[config.mk]
export PLATFORM = sky130hd
export DESIGN_NAME = hqm_lsp_atm_rmw_sched
export DESIGN_NICKNAME = d
export VERILOG_FILES = /design/src/rtl/hqm_AW_pkg.sv /design/src/rtl/hqm_lsp_atm_rmw_sched_pkg.sv /design/src/rtl/hqm_lsp_atm_rmw_sched_chk.sv /design/src/rtl/hqm_lsp_rr_arb2.sv /design/src/rtl/hqm_lsp_atm_rmw_sched.sv
export SDC_FILE = /design/constraint.sdc
export NUM_CORES = 1
export LEC_CHECK = 0
export BUFFER_PORTS_ARGS = -buffer_cell sky130_fd_sc_hd__buf_2
export CAP_MARGIN = 10
export CORE_ASPECT_RATIO = 0.6
export CORE_MARGIN = 5
export CORE_UTILIZATION = 30
export CTS_BUF_LIST = sky130_fd_sc_hd__clkbuf_2
export DETAILED_ROUTE_END_ITERATION = 8
export GPL_TIMING_DRIVEN = 0
export HOLD_SLACK_MARGIN = 0.02
export SYNTH_ARGS = -nofsm -noshare
export SYNTH_HDL_FRONTEND = slang
export SYNTH_SLANG_ARGS = --single-unit
[constraint.sdc]
create_clock -name clk -period 1.5 [get_ports clk]
set_input_delay 0.075 -clock clk [delete_from_list [all_inputs] [get_ports clk]]
set_output_delay 0.075 -clock clk [all_outputs]
set_load 0.05 [all_outputs]
[src/rtl/hqm_AW_pkg.sv]
// Shared AW-library types: RMW pipe command encoding and a constant log2 helper.
package hqm_AW_pkg;

  typedef enum logic [1:0] {
    HQM_AW_RMWPIPE_NOOP  = 2'd0,
    HQM_AW_RMWPIPE_READ  = 2'd1,
    HQM_AW_RMWPIPE_WRITE = 2'd2,
    HQM_AW_RMWPIPE_RMW   = 2'd3
  } aw_rmwpipe_cmd_t;

  // Floor of log2; returns 0 for inputs of 0 or 1.
  function automatic int AW_logb2(input int value);
    int r;
    r = 32'sd0;
    for (int i = 1; i < 32; i++) begin
      if ((value >> i) != 32'sd0) begin
        r = i;
      end else begin
        r = r;
      end
    end
    return r;
  endfunction

endpackage

[src/rtl/hqm_lsp_atm_rmw_sched_pkg.sv]
// LSP atomic RMW scheduler shared types; the state enum is decoded by status/debug CSRs.
package hqm_lsp_atm_rmw_sched_pkg;

  typedef enum logic [1:0] {
    LSP_RMW_INIT  = 2'd0,
    LSP_RMW_RUN   = 2'd1,
    LSP_RMW_DRAIN = 2'd2
  } lsp_rmw_sched_state_t;

  localparam int LSP_RMW_NUM_REQ = 32'sd2;

endpackage

[src/rtl/hqm_lsp_atm_rmw_sched_chk.sv]
// Protocol checker: the scheduler must never present a p0 command while p0 is stalled.
module hqm_lsp_atm_rmw_sched_chk (
  input logic clk,
  input logic rst_n,
  input logic p0_v_nxt,
  input logic p0_hold
);

  // Sample the p0 handshake at each active edge outside reset.
  always_ff @(posedge clk) begin
    if (rst_n) begin
      assert (!(p0_v_nxt && p0_hold))
        else $error("p0_v_nxt asserted while p0_hold is high");
    end
  end

endmodule

[src/rtl/hqm_lsp_rr_arb2.sv]
// Two-way round-robin grant; the most recently accepted requester loses the next tie.
module hqm_lsp_rr_arb2 (
  input  logic       clk,
  input  logic       rst_n,
  input  logic       en_i,
  input  logic [1:0] req_i,
  input  logic       accept_i,
  output logic [1:0] gnt_o
);

  logic last_grant_q;
  logic last_grant_d;

  // Grant selection; requester 0 wins the first tie because last_grant resets to 1.
  always_comb begin
    gnt_o = 2'b00;
    if (en_i) begin
      case (req_i)
        2'b01:   gnt_o = 2'b01;
        2'b10:   gnt_o = 2'b10;
        2'b11:   gnt_o = last_grant_q ? 2'b01 : 2'b10;
        default: gnt_o = 2'b00;
      endcase
    end else begin
      gnt_o = 2'b00;
    end
  end

  // Remember the winner only when its command was actually taken by the pipe.
  always_comb begin
    last_grant_d = last_grant_q;
    if (accept_i) begin
      last_grant_d = gnt_o[1];
    end else begin
      last_grant_d = last_grant_q;
    end
  end

  // Last-grant register.
  always_ff @(posedge clk or negedge rst_n) begin
    if (!rst_n) begin
      last_grant_q <= 1'b1;
    end else begin
      last_grant_q <= last_grant_d;
    end
  end

endmodule

[src/rtl/hqm_lsp_atm_rmw_sched.sv]
// Front-end sequencer for the LSP atomic RMW pipe: RAM init walk, 2-way p0 arbitration,
// parity-error counting and idle reporting.
module hqm_lsp_atm_rmw_sched
  import hqm_AW_pkg::*;
  import hqm_lsp_atm_rmw_sched_pkg::*;
#(
  parameter int                DEPTH     = 8,
  parameter int                WIDTH     = 13,
  parameter logic [WIDTH-1:0]  INIT_DATA = 13'h1000,
  parameter int                DEPTHB2   = AW_logb2(DEPTH - 1) + 1,
  parameter int                ERRW      = 16
) (
  input  logic                clk,
  input  logic                rst_n,
  input  logic                cfg_init_start,
  output logic                init_done,
  input  logic                req0_v,
  input  aw_rmwpipe_cmd_t     req0_rw,
  input  logic [DEPTHB2-1:0]  req0_addr,
  input  logic [WIDTH-1:0]    req0_data,
  output logic                req0_rdy,
  input  logic                req1_v,
  input  aw_rmwpipe_cmd_t     req1_rw,
  input  logic [DEPTHB2-1:0]  req1_addr,
  input  logic [WIDTH-1:0]    req1_data,
  output logic                req1_rdy,
  output logic                p0_v_nxt,
  output aw_rmwpipe_cmd_t     p0_rw_nxt,
  output logic [DEPTHB2-1:0]  p0_addr_nxt,
  output logic [WIDTH-1:0]    p0_write_data_nxt,
  input  logic                p0_hold,
  input  logic                p0_v_f,
  input  logic                p1_v_f,
  input  logic                p2_v_f,
  input  logic                p3_v_f,
  input  logic                pipe_error,
  input  logic                err_clr,
  output logic [ERRW-1:0]     err_cnt,
  output logic                err_sticky,
  output logic                idle
);

  localparam logic [DEPTHB2-1:0] LAST_PTR = DEPTHB2'(DEPTH - 1);
  localparam logic [DEPTHB2-1:0] PTR_ONE  = DEPTHB2'(1);
  localparam logic [ERRW-1:0]    ERR_ONE  = ERRW'(1);

  lsp_rmw_sched_state_t state_q, state_d;
  logic [DEPTHB2-1:0]   init_ptr_q, init_ptr_d;
  logic [ERRW-1:0]      err_cnt_q, err_cnt_d;
  logic                 err_sticky_q, err_sticky_d;

  logic [1:0] arb_gnt_s;
  logic       arb_en_s;
  logic       arb_accept_s;
  logic       stages_busy_s;

  assign stages_busy_s = p0_v_f | p1_v_f | p2_v_f | p3_v_f;
  assign arb_en_s      = (state_q == LSP_RMW_RUN);
  assign arb_accept_s  = (|arb_gnt_s) & ~p0_hold;

  hqm_lsp_rr_arb2 u_arb (
    .clk      (clk),
    .rst_n    (rst_n),
    .en_i     (arb_en_s),
    .req_i    ({req1_v, req0_v}),
    .accept_i (arb_accept_s),
    .gnt_o    (arb_gnt_s)
  );

  // Sequencer next state and the p0 command mux; acceptance is zero-latency.
  always_comb begin
    state_d           = state_q;
    init_ptr_d        = init_ptr_q;
    p0_v_nxt          = 1'b0;
    p0_rw_nxt         = HQM_AW_RMWPIPE_NOOP;
    p0_addr_nxt       = '0;
    p0_write_data_nxt = '0;
    req0_rdy          = 1'b0;
    req1_rdy          = 1'b0;
    case (state_q)
      LSP_RMW_INIT: begin
        // A stalled init write is simply re-presented; only unheld cycles advance.
        p0_v_nxt          = ~p0_hold;
        p0_rw_nxt         = HQM_AW_RMWPIPE_WRITE;
        p0_addr_nxt       = init_ptr_q;
        p0_write_data_nxt = INIT_DATA;
        if (!p0_hold) begin
          if (init_ptr_q == LAST_PTR) begin
            init_ptr_d = '0;
            state_d    = LSP_RMW_RUN;
          end else begin
            init_ptr_d = init_ptr_q + PTR_ONE;
          end
        end else begin
          init_ptr_d = init_ptr_q;
        end
      end
      LSP_RMW_RUN: begin
        req0_rdy = arb_gnt_s[0] & ~p0_hold;
        req1_rdy = arb_gnt_s[1] & ~p0_hold;
        if (arb_gnt_s[1]) begin
          p0_v_nxt          = ~p0_hold;
          p0_rw_nxt         = req1_rw;
          p0_addr_nxt       = req1_addr;
          p0_write_data_nxt = req1_data;
        end else if (arb_gnt_s[0]) begin
          p0_v_nxt          = ~p0_hold;
          p0_rw_nxt         = req0_rw;
          p0_addr_nxt       = req0_addr;
          p0_write_data_nxt = req0_data;
        end else begin
          p0_v_nxt = 1'b0;
        end
        if (cfg_init_start) begin
          state_d = LSP_RMW_DRAIN;
        end else begin
          state_d = state_q;
        end
      end
      LSP_RMW_DRAIN: begin
        if (!stages_busy_s) begin
          state_d    = LSP_RMW_INIT;
          init_ptr_d = '0;
        end else begin
          state_d = state_q;
        end
      end
      default: begin
        state_d    = LSP_RMW_INIT;
        init_ptr_d = '0;
      end
    endcase
  end

  // Saturating parity-error counter; clear wins over a coincident error.
  always_comb begin
    err_cnt_d    = err_cnt_q;
    err_sticky_d = err_sticky_q;
    if (err_clr) begin
      err_cnt_d    = '0;
      err_sticky_d = 1'b0;
    end else if (pipe_error) begin
      err_cnt_d    = (&err_cnt_q) ? err_cnt_q : (err_cnt_q + ERR_ONE);
      err_sticky_d = 1'b1;
    end else begin
      err_cnt_d    = err_cnt_q;
      err_sticky_d = err_sticky_q;
    end
  end

  // State, init pointer and error registers.
  always_ff @(posedge clk or negedge rst_n) begin
    if (!rst_n) begin
      state_q      <= LSP_RMW_INIT;
      init_ptr_q   <= '0;
      err_cnt_q    <= '0;
      err_sticky_q <= 1'b0;
    end else begin
      state_q      <= state_d;
      init_ptr_q   <= init_ptr_d;
      err_cnt_q    <= err_cnt_d;
      err_sticky_q <= err_sticky_d;
    end
  end

  assign init_done  = (state_q == LSP_RMW_RUN);
  assign err_cnt    = err_cnt_q;
  assign err_sticky = err_sticky_q;
  assign idle       = (state_q == LSP_RMW_RUN) & ~req0_v & ~req1_v & ~stages_busy_s;

  hqm_lsp_atm_rmw_sched_chk u_chk (
    .clk      (clk),
    .rst_n    (rst_n),
    .p0_v_nxt (p0_v_nxt),
    .p0_hold  (p0_hold)
  );

endmodule

Word-level counts from Yosys, hierarchy flattened. Cells that the tools add are included.

Add/subtract/negate cells: 2. Equality and inequality tests: 11. Bitwise operators: 14. Muxes and demuxes: 31. Reductions and logical operators: 7.

Operators with widths (count): $mux W16 (3); $mux W13 (2); $pmux W13 S2 (1); $add A16 B1 Y16 const B (1); $mux W2 (8); $reduce_and A16 Y1 (1); $mux W3 (5); $pmux W2 S3 (2); $ne A2 B2 Y1 const B (5); $pmux W3 S3 (1); $and A1 B1 Y1 (6); $eq A2 B2 Y1 const B (3); $mux W1 (6); $pmux W3 S2 (1); $not A1 Y1 (5); $eq A2 B1 Y1 const B (2); $pmux W2 S2 (1); $reduce_and A4 Y1 (1); $add A3 B1 Y3 const B (1); $eq A3 B3 Y1 const B (1); $or A1 B1 Y1 (3); $reduce_and A3 Y1 (1); $logic_not A2 Y1 (1); $pmux W1 S2 (1); 3 further kinds (3).

Output and inout bits: 40. Bits of input ports: 48. Word-level logic and storage cells: 70. Register bits: 23.

Depth between registers and ports, before layout.
Depth in word-level cells: 6. Gate-level depth with buffers: 6. Depth with buffers taken out: 5.

By module. A second synthesis with hierarchy kept.

Cell total of the unflattened synthesis: 191. Area, all modules: 1586.5 µm².

By module, submodules not included: hqm_lsp_atm_rmw_sched (times used 1, seq. area each 550.5 µm², area each 1520.2 µm², cells an instance 183); hqm_lsp_rr_arb2 (times used 1, seq. area each 26.3 µm², area each 66.3 µm², cells an instance 8).

Worst setup path after synthesis. Ideal clock, no wire load.

Path kind: register -> register. Start point: reg state_q[1]. End point: reg u_arb.last_grant_q. Data arrival time: 2569 ps. Path buffers: 1. Cell stages (with the launch flop): 6. Clock period less this slack: 2646 ps. Path slack: -1146 ps. Setup time: 77 ps. Data required time: 1423 ps. Cells stage by stage: dfrtp_1 nor2b_1 and3_1 buf_2 nor2b_1 o21bai_1.

Cells in the longest elaborated chain, start to end: 4.

RTL lines: start, declared (line hqm_lsp_atm_rmw_sched.sv:47) `lsp_rmw_sched_state_t state_q, state_d;`; start signal, assigned (line hqm_lsp_atm_rmw_sched.sv:159) `state_q <= state_d;`; $eq A2 B1 Y1 *; via init_done (line hqm_lsp_atm_rmw_sched.sv:16) `output logic init_done,`; $mux W2 * (line hqm_lsp_rr_arb2.sv:17) `if (en_i) begin`; $reduce_or A2 Y1 (line hqm_lsp_atm_rmw_sched.sv:59) `assign arb_accept_s = (|arb_gnt_s) & ~p0_hold;`; $and A1 B1 Y1 (line hqm_lsp_atm_rmw_sched.sv:59); end signal, assigned (line hqm_lsp_rr_arb2.sv:44) `last_grant_q <= last_grant_d;`; end, declared (line hqm_lsp_rr_arb2.sv:11) `logic last_grant_q;`.

Mark *: on every way through the listed nets, which the timed path passes. The rest lies on a longest branch. A chain may end at the register's enable or synchronous reset.

Final worst setup path.
Start point: reg u_arb.last_grant_q. End point: out p0_write_data_nxt[4].

Cells in the longest elaborated chain, start to end: 6.

RTL lines: $mux W2 * (line hqm_lsp_rr_arb2.sv:21) `2'b11: gnt_o = last_grant_q ? 2'b01 : 2'b10;`; $pmux W2 S3 * (line hqm_lsp_rr_arb2.sv:18) `case (req_i)`; $mux W2 * (line hqm_lsp_rr_arb2.sv:17); $mux W13 (line hqm_lsp_atm_rmw_sched.sv:106) `end else if (arb_gnt_s[0]) begin`; $mux W13 * (line hqm_lsp_atm_rmw_sched.sv:101) `if (arb_gnt_s[1]) begin`; $pmux W13 S2 * (line hqm_lsp_atm_rmw_sched.sv:80) `case (state_q)`; end, declared (line hqm_lsp_atm_rmw_sched.sv:30) `output logic [WIDTH-1:0] p0_write_data_nxt,`.

Every way passes the cells marked *; elsewhere a longest branch is shown, timed or not.

==> flow_summary.yaml <==
run_status:
  status: "complete, but fails checks"
  violations: "negative setup slack"
clocking:
  clkTransAtPathRegs_ns: 0.23
  clockBufferDepth: 2
  clock_sinks: 23
  htreeDepth: 1
  root_buffer: "clkbuf_2"
  cts_buffers: 3
  cts_tree: "yes"
  clock_latency_ns: 0.35
floorplan:
  start_util: 0.311
  placementRows: 20
  core_area_sq_mm: 0.00508
  die_area_sq_mm: 0.00686
  die_h_um: 66.2
  chipWidth_um: 104
  pin_count: 88
power_and_ir_drop:
  powerDensity_mw_per_mm2: 809
  irDropWorstVdd_mv: 0.832
  fin_total_pwr_mw: 2.56
  p_leak_nw: 1.50
routing:
  dr.pass1.iters: 4
  vias: 1922
  wl_per_cell_um: 15.9
  post-route-drc-count: 0
  vias_per_cell: 5.17
  drt_iter0_drc: 97
  ant_nets: 0
  routed_wl_mm: 5.93
sta:
  drv_slew: 0
  max_freq_mhz: 533
  slew_headroom: 0.579
  fin_worst_skew_ns: 0.00243
  finalHoldViolCount: 0
  fin_crit_ns: 1.88
  worst-slew-pin-transition_ns: 0.631
  finalWorstSetupSlack_ns: -0.376
  holdWs_ns: 0.0674
  finalCritPeriodShare: 1.25
  grt_setup_unrepaired: "yes"
  finalSetupViolCount: 32
yosys:
  ys.flop_type: "dfrtp_1"
  ys_seq_area_frac: 0.365
  syn_nets: 221
  avgSynthCellArea_sq_um: 9.29
  synth-edff-count: 0
  yosys.area.top_type_share: 0.349
  yosysTopAreaCell: "dfrtp_1"
  synthArstFlopShare: 1.00
  syn_area_sq_mm: 0.00158
  synth_area_leaders: "dfrtp_1, a22o_1, nor2_1"
  synth.most_common_cell: "dfrtp_1"
  yosysWarnings: 0
  syn-instance-count: 170
  ys_types: 48
  synth_common_cells: "dfrtp_1, nor2_1, a22o_1"
  ys_ff_latch: 23
cells_and_area:
  drive_above_1_share: 0.745
  fin_area_sq_mm: 0.00316
  nNetsFinal: 358
  n_antenna_cell: 0
  syn2layout_area_growth_pct: 100
grt:
  grt_pass1_wl_mm: 9.08
  grt_usage: 0.158
  antenna_found_initial: 0
  grt_pass1_vias: 1823
  globalRouteOverflowTotal: 0
  grt_max_degree: 24
placed_design:
  dp.final_hpwl_mm: 3.82
  pre_cts_ws_ns: -0.150
  place.gp.congestion: 0.785
  io_buffers: 86
  placed_area_sq_mm: 0.00233
setup_path:
  worstSetupPathType: "register to output port"
  cp-start-kind: "register"
  crit_fanout: 6
  worst-r2r-setup-slack_ns: -0.13
  reg2reg_depth: 6
  critPathCaptureType: "output port"
  cpMostUsedCell: "buf_8"
  crit_path_top_delay_cell: "dfstp_2"
  worstPathCellList: "nand2b_1 -> and3_4 -> buf_8 -> clkbuf_16 -> a22o_4 -> buf_8"
  crit_arrival_ns: 1.80
  cp.required_ns: 1.42
  slowest_delay_ns: 0.60
flow_run:
  drv_cap: 0
min_path:
  holdPathStages: 3
  hold_path_class: "input pin to register"
registers in the layout, indices dropped and copies added, names as in the netlist:
register	flops
err_cnt	16
init_ptr_q	3
state_q	2
err_sticky	1
u_arb.last_grant_q	1
kinds of logic (layout without fill, tap and decap cells):
kind of cell | Yosys count | in the layout | share of synthesized area
muxes | 3 | 3 | 0.0206
and+or+nand+nor | 66 | 67 | 0.256
adders and majority gates | 3 | 3 | 0.0238
buffers and inverters | 17 | 152 | 0.0547
DFF | 23 | 23 | 0.365
xor gates and xnor gates | 1 | 1 | 0.00555
AOI/OAI and AO/OA | 57 | 57 | 0.274
worst paths after layout:
| check | startpoint | to |
|---|---|---|
| setup / recovery | u_arb.last_grant_q | p0_write_data_nxt[4] |
| hold / removal | p0_hold | u_arb.last_grant_q |
| setup reg to reg | err_cnt[0] | err_cnt[7] |
| hold reg to reg | u_arb.last_grant_q | u_arb.last_grant_q |
| max in group asynchronous | rst_n | err_cnt[11] |
| min in group asynchronous | rst_n | err_sticky |
routing by layer:
layer,wire length [um],up-vias,GRT usage
li1,-,938,-
met2,2790,62,0.241
met3,351,2,0.0429
met1,2770,920,0.223
met4,14,0,0.0323
met5,0,-,0
layout by cell type (no fill, tap or decap), drive strengths merged, types with 3 or more instances in the layout:
cell	n
nand2	11
a222oi	3
dfrtp	22
or3	3
buf	137
a22o	13
nand4	5
o21ai	7
a31oi	5
or4	4
clkbuf	6
a32oi	3
nor2	18
o31ai	3
and3	6
a21oi	11
inv	6
ha	3
nor2b	6
nand3	4
where the power goes:
part           switching (mW)  internal, mW
clock                   0.204        0.0605
combinational           0.862         0.639
sequential             0.0824         0.708
critical path, delay by kind of cell, from the launching register on:
family / cells / cell delay, ns
DFF: 1 / 0.60
and+or+nand+nor: 2 / 0.32
AOI/OAI and AO/OA: 1 / 0.11
buffers and inverters: 3 / 0.42
area by class of cell:
cell class,count,area [sq um]
inverter,6,22.5
buffer,10,106
multi-input combinational,131,1290
sequential,23,597
fill,419,1920
clock buffer,3,15.0
clock inverter,1,5.00
timing repair buffer,132,1040
tap,66,82.6
stage by stage:
| stage | setup TNS, ns | cells | utilization |
|---|---|---|---|
| 2_1_floorplan | -2.32 | 170 | - |
| 3_3_place_gp | -2.20 | 322 | 0.460 |
| 3_5_place_dp | -2.58 | 322 | 0.460 |
| 4_1_cts | -7.66 | 354 | 0.561 |
| 5_1_grt | -11.39 | 372 | 0.622 |
| 6_report | -7.51 | 372 | 0.622 |
timing repair:
action,4_1_cts,5_1_grt
endpoints found under the hold margin,24,0
endpoints found under the setup margin,34,37
buffers inserted,24,18
gates resized for setup,79,39
pin swaps,19,16
cloned,3,1
hold buffers,2,0
No activity file was read; power rests on OpenSTA's default activity.
